--- config.mk ---
export PLATFORM = sky130hd
export DESIGN_NAME = sevenseg_scan_decoder_flat
export DESIGN_NICKNAME = d
export VERILOG_FILES = /design/src/rtl/sevenseg_scan_decoder_if.sv /design/src/rtl/sevenseg_scan_decoder.sv /design/src/flat_wrapper.sv
export SDC_FILE = /design/constraint.sdc
export NUM_CORES = 1
export LEC_CHECK = 0
export ABC_CLOCK_PERIOD_IN_PS = 3210
export CORE_ASPECT_RATIO = 1.5
export CORE_UTILIZATION = 30
export DETAILED_ROUTE_END_ITERATION = 10
export PLACE_DENSITY = 0.55
export SYNTH_ARGS = -nofsm -noshare
export SYNTH_HDL_FRONTEND = slang
export SYNTH_SLANG_ARGS = --single-unit
--- constraint.sdc ---
create_clock -name clk -period 3.21 [get_ports clk]
set_clock_uncertainty 0.2 [all_clocks]
set_input_delay 0.963 -clock clk [delete_from_list [all_inputs] [get_ports clk]]
set_output_delay 0.963 -clock clk [all_outputs]
set_load 0.005 [all_outputs]
--- src/rtl/sevenseg_scan_decoder_if.sv ---
`default_nettype none
// ============================================================================
// Module   : sevenseg_scan_decoder_if
// Purpose  : Scanned seven-segment bus plus recovered digit outputs.
// Revision : 1.0  initial release
// ============================================================================
interface sevenseg_scan_decoder_if #(
    parameter int NUM_DIGITS = 4
);
    localparam int IDX_W = (NUM_DIGITS > 1) ? $clog2(NUM_DIGITS) : 1;

    logic [NUM_DIGITS-1:0]   anodes;
    logic [6:0]              seven_segment;
    logic [4*NUM_DIGITS-1:0] digit_values;
    logic [NUM_DIGITS-1:0]   digit_valid;
    logic                    update;
    logic [IDX_W-1:0]        update_idx;
    logic                    decode_err;

    modport master (
        output anodes, seven_segment,
        input  digit_values, digit_valid, update, update_idx, decode_err
    );

    modport slave (
        input  anodes, seven_segment,
        output digit_values, digit_valid, update, update_idx, decode_err
    );
endinterface
`default_nettype wire

--- src/rtl/sevenseg_scan_decoder.sv ---
`default_nettype none
// ============================================================================
// Module   : sevenseg_scan_decoder
// Purpose  : Recovers hex digits from a multiplexed active-low 7-segment bus.
//            Optional per-digit refresh timeout: SEVENSEG_STALE_TIMEOUT_EN.
// Revision : 1.0  initial release
// ============================================================================
module sevenseg_scan_decoder #(
    parameter int NUM_DIGITS    = 4,
    parameter int SETTLE_CYCLES = 16,
    parameter int STALE_CYCLES  = 2**20
) (
    input  wire logic               clk,
    input  wire logic               rst_n,
    sevenseg_scan_decoder_if.slave  bus
);
    localparam int IDX_W = (NUM_DIGITS > 1) ? $clog2(NUM_DIGITS) : 1;
    localparam int CNT_W = $clog2(SETTLE_CYCLES + 1);
    localparam int PAT_W = NUM_DIGITS + 7;

    typedef enum logic [1:0] {
        S_IDLE    = 2'd0,
        S_SETTLE  = 2'd1,
        S_CAPTURE = 2'd2,
        S_HOLD    = 2'd3
    } state_t;

    state_t                 state;
    logic [CNT_W-1:0]       cnt;
    logic [NUM_DIGITS-1:0]  an_meta, an_sync;
    logic [6:0]             seg_meta, seg_sync;
    logic [PAT_W-1:0]       prev_pat;

    logic [PAT_W-1:0]       pattern;
    logic                   one_low;
    logic [IDX_W-1:0]       cap_idx;
    logic [5:0]             cap_dec;

    // Returns {legal, blank, value}
    function automatic logic [5:0] decode(input logic [6:0] seg);
        logic [5:0] r;
        r = 6'b000000;
        case (seg)
            7'h40: r = {2'b10, 4'h0};
            7'h79: r = {2'b10, 4'h1};
            7'h24: r = {2'b10, 4'h2};
            7'h30: r = {2'b10, 4'h3};
            7'h19: r = {2'b10, 4'h4};
            7'h12: r = {2'b10, 4'h5};
            7'h02: r = {2'b10, 4'h6};
            7'h78: r = {2'b10, 4'h7};
            7'h00: r = {2'b10, 4'h8};
            7'h10: r = {2'b10, 4'h9};
            7'h08: r = {2'b10, 4'hA};
            7'h03: r = {2'b10, 4'hB};
            7'h46: r = {2'b10, 4'hC};
            7'h21: r = {2'b10, 4'hD};
            7'h06: r = {2'b10, 4'hE};
            7'h0E: r = {2'b10, 4'hF};
            7'h7F: r = {2'b01, 4'h0};
            default: r = 6'b000000;
        endcase
        return r;
    endfunction

    function automatic logic [IDX_W-1:0] low_index(input logic [NUM_DIGITS-1:0] an);
        logic [IDX_W-1:0] idx;
        idx = '0;
        for (int i = 0; i < NUM_DIGITS; i++) begin
            if (!an[i]) idx = IDX_W'(i);
        end
        return idx;
    endfunction

    always_comb begin
        pattern = {an_sync, seg_sync};
        one_low = $onehot(~an_sync);
        // prev_pat is frozen during CAPTURE, so it still holds the settled pattern
        cap_idx = low_index(prev_pat[PAT_W-1:7]);
        cap_dec = decode(prev_pat[6:0]);
    end

`ifdef SEVENSEG_STALE_TIMEOUT_EN
    localparam int STL_W = $clog2(STALE_CYCLES + 1);
    logic [STL_W-1:0] stale_cnt [NUM_DIGITS];
`endif

    always_ff @(posedge clk or negedge rst_n) begin
        if (!rst_n) begin
            an_meta           <= '1;
            an_sync           <= '1;
            seg_meta          <= '1;
            seg_sync          <= '1;
            prev_pat          <= '1;
            state             <= S_IDLE;
            cnt               <= '0;
            bus.digit_values  <= '0;
            bus.digit_valid   <= '0;
            bus.update        <= 1'b0;
            bus.update_idx    <= '0;
            bus.decode_err    <= 1'b0;
`ifdef SEVENSEG_STALE_TIMEOUT_EN
            for (int i = 0; i < NUM_DIGITS; i++) stale_cnt[i] <= '0;
`endif
        end else begin
            an_meta        <= bus.anodes;
            an_sync        <= an_meta;
            seg_meta       <= bus.seven_segment;
            seg_sync       <= seg_meta;
            bus.update     <= 1'b0;
            bus.decode_err <= 1'b0;
            if (state != S_CAPTURE) prev_pat <= pattern;

`ifdef SEVENSEG_STALE_TIMEOUT_EN
            // Capture logic below overrides these writes for the same digit
            for (int i = 0; i < NUM_DIGITS; i++) begin
                if (stale_cnt[i] >= STL_W'(STALE_CYCLES - 1)) begin
                    stale_cnt[i]       <= STL_W'(STALE_CYCLES);
                    bus.digit_valid[i] <= 1'b0;
                end else begin
                    stale_cnt[i] <= stale_cnt[i] + 1'b1;
                end
            end
`endif

            case (state)
                S_IDLE: begin
                    if (one_low) begin
                        state <= S_SETTLE;
                        cnt   <= CNT_W'(1);
                    end
                end
                S_SETTLE: begin
                    if (pattern == prev_pat) begin
                        if (cnt >= CNT_W'(SETTLE_CYCLES - 1)) begin
                            cnt   <= CNT_W'(SETTLE_CYCLES);
                            state <= S_CAPTURE;
                        end else begin
                            cnt <= cnt + 1'b1;
                        end
                    end else if (one_low) begin
                        cnt <= CNT_W'(1);
                    end else begin
                        cnt   <= '0;
                        state <= S_IDLE;
                    end
                end
                S_CAPTURE: begin
                    bus.update     <= 1'b1;
                    bus.update_idx <= cap_idx;
                    if (cap_dec[5]) begin
                        bus.digit_values[4*cap_idx +: 4] <= cap_dec[3:0];
                        bus.digit_valid[cap_idx]         <= 1'b1;
                    end else begin
                        bus.digit_valid[cap_idx] <= 1'b0;
                        bus.decode_err           <= ~cap_dec[4];
                    end
`ifdef SEVENSEG_STALE_TIMEOUT_EN
                    stale_cnt[cap_idx] <= '0;
`endif
                    state <= S_HOLD;
                end
                S_HOLD: begin
                    if (pattern != prev_pat) begin
                        if (one_low) begin
                            state <= S_SETTLE;
                            cnt   <= CNT_W'(1);
                        end else begin
                            state <= S_IDLE;
                            cnt   <= '0;
                        end
                    end
                end
                default: begin
                    state <= S_IDLE;
                    cnt   <= '0;
                end
            endcase
        end
    end
endmodule
`default_nettype wire
--- src/flat_wrapper.sv ---
// flat-port wrapper written by rule: the top's interface ports become plain ports
module sevenseg_scan_decoder_flat 
#(
    parameter int NUM_DIGITS    = 4,
    parameter int SETTLE_CYCLES = 16,
    parameter int STALE_CYCLES  = 2**20
)
  (clk, rst_n, bus_anodes, bus_seven_segment, bus_digit_values, bus_digit_valid, bus_update, bus_update_idx, bus_decode_err);
  sevenseg_scan_decoder_if #(.NUM_DIGITS(NUM_DIGITS)) bus_i ();
  input  wire logic clk;
  input  wire logic rst_n;
  input wire logic [$bits(bus_i.anodes)-1:0] bus_anodes;
  input wire logic [$bits(bus_i.seven_segment)-1:0] bus_seven_segment;
  output wire logic [$bits(bus_i.digit_values)-1:0] bus_digit_values;
  output wire logic [$bits(bus_i.digit_valid)-1:0] bus_digit_valid;
  output wire logic [$bits(bus_i.update)-1:0] bus_update;
  output wire logic [$bits(bus_i.update_idx)-1:0] bus_update_idx;
  output wire logic [$bits(bus_i.decode_err)-1:0] bus_decode_err;
  assign bus_i.anodes = bus_anodes;
  assign bus_i.seven_segment = bus_seven_segment;
  assign bus_digit_values = bus_i.digit_values;
  assign bus_digit_valid = bus_i.digit_valid;
  assign bus_update = bus_i.update;
  assign bus_update_idx = bus_i.update_idx;
  assign bus_decode_err = bus_i.decode_err;
  sevenseg_scan_decoder #(.NUM_DIGITS(NUM_DIGITS), .SETTLE_CYCLES(SETTLE_CYCLES), .STALE_CYCLES(STALE_CYCLES)) u_core (.clk(clk), .rst_n(rst_n), .bus(bus_i));
endmodule
* Word-level counts from Yosys, hierarchy flattened
Cells that the tools add are included.
** Storage, ports and cells
- Register bits :: 64
- Bits of input ports :: 13
- Output and inout port bits :: 24
- Word-level logic and storage cells :: 85
** Cells by class
- $add $sub $neg :: 5
- Magnitude comparators :: 3
- Equal/unequal tests :: 27
- Shifts and indexed selects :: 2
- Mux-type cells :: 24
- Bitwise gates (word level) :: 5
- Reduce and logical (&&, ||, !) cells :: 7
** Operators with widths (count)
- one-hot mux 6 bit (17 select lines) :: 1
- == test 7 bit (second input constant) :: 5
- negation 4 -> 34 bit :: 1
- variable shift 4 x 34 -> 16 bit (first input constant) :: 1
- indexed part select 4 x 34 -> 16 bit :: 1
- == test 7 x 5 -> 1 bit (second input constant) :: 3
- == test 7 x 6 -> 1 bit (second input constant) :: 3
- 2-to-1 mux 5 bit :: 4
- bitwise mux 16 bit :: 1
- one-hot mux 5 bit (3 select lines) :: 1
- == test 7 x 2 -> 1 bit (second input constant) :: 2
- == test 7 x 4 -> 1 bit (second input constant) :: 2
- 2-to-1 mux 2 bit :: 7
- == test 11 bit :: 1
- inequality test 11 bit :: 1
- NOT 4 bit :: 2
- one-hot mux 2 bit (4 select lines) :: 1
- == test 7 x 3 -> 1 bit (second input constant) :: 1
- logical NOT 7 bit :: 1
- 2-to-1 mux 1 bit :: 7
- inequality test 3 bit (second input constant) :: 2
- adder 5 x 1 -> 5 bit (second input constant) :: 1
- greater-or-equal comparator 5 x 4 -> 1 bit (second input constant) :: 1
- adder 1 x 1 -> 2 bit :: 2
- 19 further kinds :: 21

* Longest topological paths before layout
Gate-level depths: netlist of run 1.
- Word-level depth :: 10
- Mapped depth :: 10
- Mapped depth without buffers :: 10

* Worst setup path before layout of run 1
OpenSTA, ideal clock, no wires.
- Kind :: reg2reg
- Start :: register u_core.an_sync[0]
- End :: register u_core.cnt[2]
- Setup time :: 121 ps
- Arrival :: 2337 ps
- Data required time :: 2889 ps
- Slack :: 552 ps
- Cell stages (with the launch flop) :: 11
- Path buffers :: 0
- Clock period less this slack :: 2658 ps
- Path through :: dfstp_2 -> inv_1 -> ha_1 -> ha_1 -> inv_1 -> fa_1 -> and4b_1 -> nor2_1 -> nor3_1 -> a22o_1 -> a22o_1
** Between the ends
- Word-level cells in the longest chain between the ends :: 6
- Elaborated cells between the ends (all ways) :: 11
- Those cells by class :: add/sub: 2; eq/ne: 5; mux: 2; bitwise: 1; reduce/logical: 1
** Ends and longest elaborated chain
- start, declared :: line sevenseg_scan_decoder.sv:30 : logic [NUM_DIGITS-1:0] an_meta, an_sync;
- start signal, assigned :: line sevenseg_scan_decoder.sv:107 : an_sync <= an_meta;
- NOT 4 bit :: line sevenseg_scan_decoder.sv:77 : one_low = $onehot(~an_sync);
- adder 1 x 1 -> 2 bit (implied by the code) :: line sevenseg_scan_decoder.sv:77
- adder 3 bit (implied by the code) :: line sevenseg_scan_decoder.sv:77
- == test 3 x 1 -> 1 bit :: line sevenseg_scan_decoder.sv:77
- inequality test 2 x 1 -> 1 bit (no source line)
- AND reduction 3 bit (no source line)
- end signal, assigned :: line sevenseg_scan_decoder.sv:136 : cnt <= CNT_W'(SETTLE_CYCLES);
- end signal, assigned :: line sevenseg_scan_decoder.sv:139 : cnt <= cnt + 1'b1;
- end, declared :: line sevenseg_scan_decoder.sv:29 : logic [CNT_W-1:0] cnt;
Parallel ways exist; a longest one is shown, timed or not.
A chain may end at the register's enable or synchronous reset.

* Final worst setup path of run 1
Same ends and word-level chain as after synthesis.

==> results.md, run 1 <==
| Stage | Parameter | Reported |
| --- | --- | --- |
| cts | CTS tree | done |
| synthesis | Yosys warning total | 0 |
| power and ir drop | Pwr per Cell Area | 525.6 mW/mm^2 |
| place | Number of buffers added on ports | 36 |
| route | DR pass1 iterations | 9 |
| synthesis | Synthesis-stage register bit count | 64 |
| grt | Wire length of the first global-routing pass | 10070 um |
| cts | Worst-path clk slew | 60 ps |
| floorplan | Floorplan core area | 0.01008 mm^2 |
| floorplan | Area enclosed by the die boundary | 0.01072 mm^2 |
| cts | Clock Sink Count | 64 |
| hold path | Worst Hold Endpoint | u_core.seg_sync[4] |
| floorplan | Count of pins on the block boundary | 37 |
| synthesis | Cell Area, Synth | 0.003090 mm^2 |
| flow run | Number of violations of the max-capacitance limit | 0 |
| power and ir drop | Leak | 1.594 nW |
| critical path | Capture point of the worst reg-to-reg path | u_core.cnt[2] |
| power and ir drop | Cell-internal power | 0.001541 W |
| place | DP Worst Slack | 410.4 ps |
| floorplan | Die W | 84.87 um |
| grt | Number of antenna violations at the first check in global routing | 0 |
| route | Average wire per cell in the routed design | 13.64 um |
| sta | Minimum clock period | 2794 ps |
| cts | H-tree depth | 3 |
| synthesis | Syn Inst Count | 277 |
| critical path | Setup crit start kind | register |
| synthesis | Main flop type after synthesis | sky130_fd_sc_hd__dfstp_2 |
| route | Violation count after the first detailed-routing iteration | 138 |
| sta | Number of hold violations in the final report | 0 |
| route | Via/cell ratio | 4.963 |
| cts | Clock tree buffer depth | 2 |
| synthesis | Per-instance average area after synthesis | 11.16 um^2 |
| critical path | Type of element capturing the critical path | register |
| critical path | Critical path's slowest cell | sky130_fd_sc_hd__dfstp_2 |
| critical path | Critical Path Start | u_core.an_sync[0] |
| cts | Clock latency at the later pin of the worst-skew pair | 330 ps |
| sta | Final setup violation count | 0 |
| cells and area | Share of layout cells above drive strength 1 | 22.57% |
| critical path | R2R setup slack | 420 ps |
| hold path | Number of cells on the worst hold path | 0 |
| critical path | Cell breakdown of the critical path | inv_1 > ha_1 > ha_1 > inv_1 > fa_1 > and4b_1 > nor2_1 > nor3_1 > a22o_1 > a22o_1 |
| power and ir drop | Clk network pwr share | 46.9% |
| route | Detailed-route DRC error count | 4 |
| sta | Max-Slew Margin vs Limit | 56.89% |
| route | Via count | 2164 |
| sta | RSZ-0062 raised after global routing | false |
| power and ir drop | Combinational fraction of design power | 8.1% |
| power and ir drop | VDD IR-drop max | 0.3577 mV |
| sta | Final WS setup | 415.8 ps |
| grt | Global-route usage over all layers | 12.17% |
| route | Antenna Violating Nets Remaining | 0 |
| grt | Vias in the first global route | 2060 |
| cells and area | NumNets Final | 337 |
| critical path | Crit path max fanout | 5 |
| cts | CTS Hold Bufs | 0 |
| floorplan | Initial Utilization | 30.66% |
| power and ir drop | Sequential cell fraction of total power | 45.0% |
| critical path | Reg-to-reg startpoint | u_core.an_sync[0] |
| sta | Final period utilization | 87.05% |
| cts | Number of buffers created by CTS | 9 |
| place | Last weighted congestion value of the routability-driven placer | 0.7181 |
| synthesis | Sequential-to-total area share from yosys stat | 53.16% |
| cts | Clk Tree Root Cell | sky130_fd_sc_hd__clkbuf_16 |
| sta | Hold slack final | 152.1 ps |
| hold path | HP Start | u_core.seg_meta[4] |
| floorplan | Row count | 45 |
| sta | Worst Tran Pin Value | 643.7 ps |
| critical path | Critical Path Max Stage Delay | 540 ps |
| place | Placed wire-length estimate after detailed placement | 4123 um |
| cts | Count of cells resized by post-cts repair | 0 |
| critical path | Data required time of the critical path | 3230 ps |
| sta | Final Slew Violations | 0 |
| cells and area | Layout-stage area growth over the synthesis result | 24.94% |
| grt | Grt ovf | 0 |
| hold path | Kind of path behind the tightest hold check | reg2reg |
| power and ir drop | Net Switching | 0.0004884 W |
| synthesis | EDFF count, synth | 0 |
| status | Outcome | finished with violations |
| synthesis | Post-Synthesis Net Count | 300 |
| floorplan | Die outline height | 126.3 um |
| synthesis | Ys async rst share | 100.0% |
| sta | Maximum clock frequency | 357.9 MHz |
| status | Violations in the final reports | design-rule violations |
| cts | Setup Buffers After CTS | 0 |
| route | Total length of routed wires | 5947 um |
| critical path | Kind of critical path | reg2reg |
| synthesis | Number of unique standard cell types used by synthesis | 54 |
| power and ir drop | Switching part of the total | 24.06% |
| cells and area | ANT cells | 0 |
| critical path | Data arrival time at the worst-slack endpoint | 2820 ps |
| sta | Total negative setup slack | 0 ps |
| grt | Largest net degree at the start of global routing | 65 |
| critical path | Cells on worst reg2reg path | 10 |
## final cells by class
type | instances | area (um^2)
flip-flops and latches | 64 | 1643
inverters | 34 | 127.6
well taps | 117 | 146.4
clock inverters | 7 | 71.32
clock buffers | 9 | 225.2
multi-input cells | 166 | 1257
repair buffers | 39 | 390.4
fillers | 969 | 6217
## through the flow
| stage | instances | utilization, % | cell area, um^2 | total power (W) |
|---|---|---|---|---|
| 2_1_floorplan | 277 | - | 3090 | 0.001030 |
| 3_3_place_gp | 420 | 35.37 | 3565 | 0.001090 |
| 3_5_place_dp | 420 | 35.37 | 3565 | 0.001092 |
| 4_1_cts | 436 | 38.31 | 3861 | 0.002061 |
| 5_1_grt | 436 | 38.31 | 3861 | 0.002119 |
| 6_report | 436 | 38.31 | 3861 | 0.002029 |
## power by group through the flow
stage	Clock, W	Combinational [W]	Sequential [W]
finish	0.000952	0.000164	0.000914
global route	0.00101	0.000187	0.000921
CTS	0.000981	0.000167	0.000913
detailed placement	0	0.000166	0.000926
global placement	0	0.000164	0.000925
floorplan	0	0.000141	0.000890
## flip-flops by register name, indices dropped and copies added (netlist names), named ones only
name	count
u_core.bus.digit_values	16
u_core.prev_pat	11
u_core.seg_meta	7
u_core.seg_sync	7
u_core.cnt	5
u_core.an_meta	4
u_core.an_sync	4
u_core.bus.update_idx	2
u_core.bus.decode_err	1
u_core.bus.update	1
u_core.state	1
## critical path: cells and delay by family, from the launching register on
kind / cells / cell delay (ps)
and+or+nand+nor: 3 / 560
DFF: 1 / 540
buffers and inverters: 2 / 110
adders and majority gates: 3 / 900
AOI/OAI and AO/OA: 2 / 380
## cells in the mapped netlist (2+ instances only)
master,number,area share [%]
sky130_fd_sc_hd__nor4_1,2,0.40
sky130_fd_sc_hd__a21o_1,5,1.2
sky130_fd_sc_hd__nand2_1,12,1.5
sky130_fd_sc_hd__a211o_1,4,1.1
sky130_fd_sc_hd__a21oi_1,7,1.1
sky130_fd_sc_hd__buf_2,5,0.81
sky130_fd_sc_hd__o2bb2ai_1,4,1.1
sky130_fd_sc_hd__o21ai_0,8,1.3
sky130_fd_sc_hd__a31oi_1,2,0.40
sky130_fd_sc_hd__nor3_1,3,0.49
sky130_fd_sc_hd__buf_4,2,0.49
sky130_fd_sc_hd__dfrtp_1,31,25
sky130_fd_sc_hd__nor2b_1,4,0.81
sky130_fd_sc_hd__or3_1,2,0.40
sky130_fd_sc_hd__and2_1,2,0.40
sky130_fd_sc_hd__inv_1,34,4.1
sky130_fd_sc_hd__o22ai_1,12,2.4
sky130_fd_sc_hd__nor2_1,15,1.8
sky130_fd_sc_hd__ha_1,9,3.6
sky130_fd_sc_hd__a41oi_2,4,2.1
sky130_fd_sc_hd__dfstp_2,33,28
sky130_fd_sc_hd__mux2_2,7,2.6
sky130_fd_sc_hd__and3_1,3,0.61
sky130_fd_sc_hd__nand4b_1,3,0.85
sky130_fd_sc_hd__nor4bb_1,2,0.65
sky130_fd_sc_hd__or3b_2,2,0.57
sky130_fd_sc_hd__nand4_1,7,1.4
sky130_fd_sc_hd__nand2b_1,3,0.61
sky130_fd_sc_hd__clkbuf_1,6,0.73
sky130_fd_sc_hd__nand3_1,6,0.97
sky130_fd_sc_hd__a22o_1,4,1.1
sky130_fd_sc_hd__xnor2_1,12,3.4
## worst max-delay path by stage
stage,to,slack [ps]
floorplan,u_core.cnt[2],550
global placement,u_core.cnt[2],440
detailed placement,u_core.cnt[2],410
CTS,u_core.cnt[2],400
global route,u_core.cnt[2],230
finish,u_core.cnt[2],420
## cells by family after synthesis
group	after synthesis	synth area share, %
xor+xnor	12	3.401
flops	64	53.16
fa+ha+maj	10	4.292
mux	8	2.875
simple gates	73	13.64
buf+inv	47	6.153
compound gates	63	16.48
## layer usage
layer  GRT usage, %  vias to the layer above  share of wire, %
met5              0                        -                 0
met4          6.979                        0               2.1
met3          2.798                        8               3.9
met2          20.90                       45                52
met1          13.79                     1053                42
li1               -                     1058                 -
## layout by cell type, fill, tap and decap left out, types with 5 or more instances in the layout
cell type,count
sky130_fd_sc_hd__inv_1,34
sky130_fd_sc_hd__ha_1,9
sky130_fd_sc_hd__clkdlybuf4s50_1,35
sky130_fd_sc_hd__o21ai_0,8
sky130_fd_sc_hd__clkbuf_16,9
sky130_fd_sc_hd__nand3_1,6
sky130_fd_sc_hd__dfstp_2,33
sky130_fd_sc_hd__nor2_1,15
sky130_fd_sc_hd__a21oi_1,7
sky130_fd_sc_hd__nand4_1,7
sky130_fd_sc_hd__mux2_2,7
sky130_fd_sc_hd__o22ai_1,12
sky130_fd_sc_hd__a21o_1,5
sky130_fd_sc_hd__xnor2_1,12
sky130_fd_sc_hd__nand2_1,12
sky130_fd_sc_hd__dfrtp_1,31
(Power assumes the default switching activity.)
==> run 2: changes to the inputs <==
--- a/config.mk
+++ b/config.mk
@@ -10,6 +10,7 @@
 export CORE_UTILIZATION = 30
 export DETAILED_ROUTE_END_ITERATION = 10
 export PLACE_DENSITY = 0.55
+export REMOVE_ABC_BUFFERS = 1
 export SYNTH_ARGS = -nofsm -noshare
 export SYNTH_HDL_FRONTEND = slang
 export SYNTH_SLANG_ARGS = --single-unit
==> constraint.sdc (replaced) <==
create_clock -name clk -period 3.21 [get_ports clk]
set_clock_uncertainty 0.2 [all_clocks]
set_input_delay 0.963 -clock clk [delete_from_list [all_inputs] [get_ports clk]]
set_output_delay 0.963 -clock clk [all_outputs]
set_load 0.1 [all_outputs]
==> run 2 against run 1 <==
- the flow still finishes with violations (design-rule violations)
- sequential power hardly changed
- first-iteration DRC count is 8.7% higher
- sequential cell count stayed put
- non-clock buffer count stayed put
- final area is 1.0% lower
- worst hold slack worse by 2.3 ps
- core utilization is 0.38 points lower
- routed wire length is 3.6% higher
- register-to-register slack hardly changed
- fmax is 0.48% higher
- clock power is 9% higher
- worst setup slack better by 13 ps
- largest power group unchanged
==> results.md, run 2 (synthesized netlist as in run 1, its figures left out) <==
| Stage | Parameter | Reported | Change |
| --- | --- | --- | --- |
| status | Outcome | finished with violations | unchanged |
| status | Violations in the final reports | design-rule violations | unchanged |
| cts | Clock latency at the later pin of the worst-skew pair | 330 ps | about the same |
| cells and area | Most frequent cells in the layout | 34 x sky130_fd_sc_hd__inv_1, 33 x sky130_fd_sc_hd__dfstp_2, 31 x sky130_fd_sc_hd__dfrtp_1 | was 35 x sky130_fd_sc_hd__clkdlybuf4s50_1, 34 x sky130_fd_sc_hd__inv_1, 33 x sky130_fd_sc_hd__dfstp_2 |
| place | Placed wire-length estimate after detailed placement | 4334 um | was 4123 um |
| cells and area | Most common cell after layout, fill and taps aside | sky130_fd_sc_hd__inv_1 | was sky130_fd_sc_hd__clkdlybuf4s50_1 |
| route | Antenna Violating Nets Remaining | 0 | unchanged |
| sta | RSZ-0062 raised after global routing | false | unchanged |
| cts | H-tree depth | 3 | unchanged |
| critical path | Data arrival time at the worst-slack endpoint | 2800 ps | was 2820 ps |
| route | Detailed-route DRC error count | 3 | was 4 |
| cells and area | NumNets Final | 337 | unchanged |
| cts | Clock tree buffer depth | 2 | unchanged |
| grt | Wire length of the first global-routing pass | 10320 um | was 10070 um |
| critical path | Capture point of the worst reg-to-reg path | u_core.cnt[2] | unchanged |
| critical path | Cell breakdown of the critical path | inv_1 > ha_1 > ha_1 > inv_1 > fa_1 > and4b_1 > nor2_1 > nor3_1 > a22o_1 > a22o_1 | unchanged |
| hold path | Worst Hold Endpoint | u_core.seg_sync[5] | was u_core.seg_sync[4] |
| cells and area | Flip-flop and latch area | 0.001643 mm^2 | unchanged |
| route | Total length of routed wires | 6164 um | was 5947 um |
| power and ir drop | Pwr per Cell Area | 554.9 mW/mm^2 | was 525.6 mW/mm^2 |
| floorplan | Row count | 45 | unchanged |
| floorplan | Floorplan core area | 0.01008 mm^2 | unchanged |
| cts | CTS tree | done | unchanged |
| cells and area | Flip-flop count of the largest register after layout | 16 | unchanged |
| cells and area | ANT cells | 0 | unchanged |
| critical path | Crit path max fanout | 5 | unchanged |
| critical path | Critical Path Start | u_core.an_sync[0] | unchanged |
| cts | Setup Buffers After CTS | 0 | unchanged |
| grt | Number of antenna violations at the first check in global routing | 0 | unchanged |
| cells and area | Top reg by flops | u_core.bus.digit_values | unchanged |
| critical path | Type of element capturing the critical path | register | unchanged |
| cts | Worst-path clk slew | 50 ps | was 60 ps |
| hold path | HP Start | u_core.seg_meta[5] | was u_core.seg_meta[4] |
| place | Number of buffers added on ports | 36 | unchanged |
| grt | Most crowded layer after global routing | met2 | unchanged |
| route | Average wire per cell in the routed design | 14.14 um | was 13.64 um |
| cells and area | Leading registers by flop count | u_core.bus.digit_values: 16 flops, u_core.prev_pat: 11 flops | unchanged |
| sta | Final Slew Violations | 0 | unchanged |
| grt | Grt ovf | 0 | unchanged |
| critical path | Kind of critical path | reg2reg | unchanged |
| route | Violation count after the first detailed-routing iteration | 150 | was 138 |
| grt | Largest net degree at the start of global routing | 37 | was 65 |
| critical path | Critical path's slowest cell | sky130_fd_sc_hd__dfstp_2 | unchanged |
| place | Standard cell area after detailed placement | 0.003507 mm^2 | was 0.003565 mm^2 |
| hold path | Kind of path behind the tightest hold check | reg2reg | unchanged |
| cells and area | Filler cells | 997 | was 969 |
| cells and area | Share of layout cells above drive strength 1 | 29.47% | was 22.57% |
| grt | Vias in the first global route | 2120 | was 2060 |
| route | Via/cell ratio | 4.924 | was 4.963 |
| route | DR pass1 iterations | 9 | unchanged |
| sta | Number of hold violations in the final report | 0 | unchanged |
| flow run | Number of violations of the max-capacitance limit | 0 | unchanged |
| critical path | R2R setup slack | 430 ps | was 420 ps |
| floorplan | Area enclosed by the die boundary | 0.01072 mm^2 | unchanged |
| grt | Global-route usage over all layers | 12.67% | was 12.17% |
| cells and area | Fin cells | 436 | unchanged |
| place | Last weighted congestion value of the routability-driven placer | 0.7749 | was 0.7181 |
| critical path | Crit-path leading delay family | adder cells | unchanged |
| cells and area | Final Instance Area | 0.003822 mm^2 | was 0.003861 mm^2 |
| grt | Met1 global-route usage | 14.38% | was 13.79% |
| place | Number of placed cells counting well taps | 420 | unchanged |
| critical path | Reg-to-reg startpoint | u_core.an_sync[0] | unchanged |
| grt | Met2 routing resource usage after global routing | 21.47% | was 20.90% |
| route | Via count | 2147 | was 2164 |
| critical path | Critical Path Max Stage Delay | 530 ps | was 540 ps |
| cells and area | Layout-stage area growth over the synthesis result | 23.68% | was 24.94% |
| sta | Final period utilization | 86.64% | was 87.05% |
| sta | Total negative setup slack | 0 ps | unchanged |
| critical path | Data required time of the critical path | 3230 ps | about the same |
| power and ir drop | VDD IR-drop max | 0.2423 mV | was 0.3577 mV |
| sta | Worst Tran Pin Value | 650.1 ps | was 643.7 ps |
| cts | Clock Sink Count | 64 | unchanged |
| floorplan | Die outline height | 126.3 um | unchanged |
| critical path | Setup crit start kind | register | unchanged |
| sta | Hold slack final | 149.9 ps | was 152.1 ps |
| grt | Met3 capacity usage during global routing | 3.318% | was 2.798% |
| power and ir drop | Overall power consumption | 0.002121 W | was 0.002029 W |
| floorplan | Initial Utilization | 30.66% | unchanged |
| cts | Clk Tree Root Cell | sky130_fd_sc_hd__clkbuf_16 | unchanged |
| power and ir drop | Leak | 1.652 nW | was 1.594 nW |
| critical path | Cells on worst reg2reg path | 10 | unchanged |
| cts | Number of buffers created by CTS | 9 | unchanged |
| floorplan | Count of pins on the block boundary | 37 | unchanged |
| critical path | Worst Path Buf+Inv | 2 | unchanged |
| cts | Count of cells resized by post-cts repair | 0 | unchanged |
| floorplan | Die W | 84.87 um | unchanged |
| sta | Final setup violation count | 0 | unchanged |
| sta | Minimum clock period | 2781 ps | was 2794 ps |
| sta | Maximum clock frequency | 359.6 MHz | was 357.9 MHz |
| sta | Max-Slew Margin vs Limit | 56.66% | was 56.89% |
| hold path | Number of cells on the worst hold path | 0 | unchanged |
| cts | CTS Hold Bufs | 0 | unchanged |
| cells and area | Area taken by multi-input logic gates | 0.001260 mm^2 | was 0.001257 mm^2 |
-- run 2: cell types whose count changed in the layout (fill, tap and decap cells not counted), sizes merged --
cell	delta
inv	-1
clkdlybuf4s50	-24
clkinv	-3
clkinvlp	-1
clkbuf	+4
buf	+24
bufinv	+1
-- run 2: worst max-delay path by stage --
| stage | endpoint | slack, ps | cells past startpoint |
|---|---|---|---|
| 2_1_floorplan | u_core.cnt[2] | 550 | 10 |
| 3_3_place_gp | u_core.cnt[2] | 450 | 10 |
| 3_5_place_dp | u_core.cnt[2] | 420 | 10 |
| 4_1_cts | u_core.cnt[2] | 410 | 10 |
| 5_1_grt | u_core.cnt[2] | 270 | 10 |
| 6_report | u_core.cnt[2] | 430 | 10 |
-- run 2: worst register-to-register path: stages, from the launching register on --
cell and delay, ps:
sky130_fd_sc_hd__dfstp_2 530, sky130_fd_sc_hd__inv_1 50, sky130_fd_sc_hd__ha_1 280, sky130_fd_sc_hd__ha_1 190, sky130_fd_sc_hd__inv_1 60, sky130_fd_sc_hd__fa_1 420, sky130_fd_sc_hd__and4b_1 230, sky130_fd_sc_hd__nor2_1 250
sky130_fd_sc_hd__nor3_1 80, sky130_fd_sc_hd__a22o_1 210, sky130_fd_sc_hd__a22o_1 170
-- run 2: cell type report --
type                    instances  area share (%)
clock inverters                 3           1.702
multi-input cells             166           32.96
well taps                     117           3.830
inverters                      34           3.339
clock buffers                  13           6.547
repair buffers                 39           8.642
flip-flops and latches         64           42.98
-- run 2: per-stage QoR --
stage / util, % / worst slack (ps)
floorplan: - / 553.0
global placement: 34.80 / 453.3
detailed placement: 34.80 / 424.5
CTS: 37.93 / 413.4
global route: 37.93 / 267.4
finish: 37.93 / 429.0
-- run 2: per-layer routing --
layer,vias up,wire (um),part of all wire (%)
met4,0,168,2.7
met2,46,3148,51
met3,15,252,4.1
met5,-,0,0
met1,1027,2595,42
li1,1059,-,-
-- run 2: where the power goes --
group | switching [W] | internal [W]
Sequential | 0.0000542 | 0.000859
Clock | 0.000343 | 0.000700
Combinational | 0.0000822 | 0.0000820
Total | 0.000480 | 0.00164
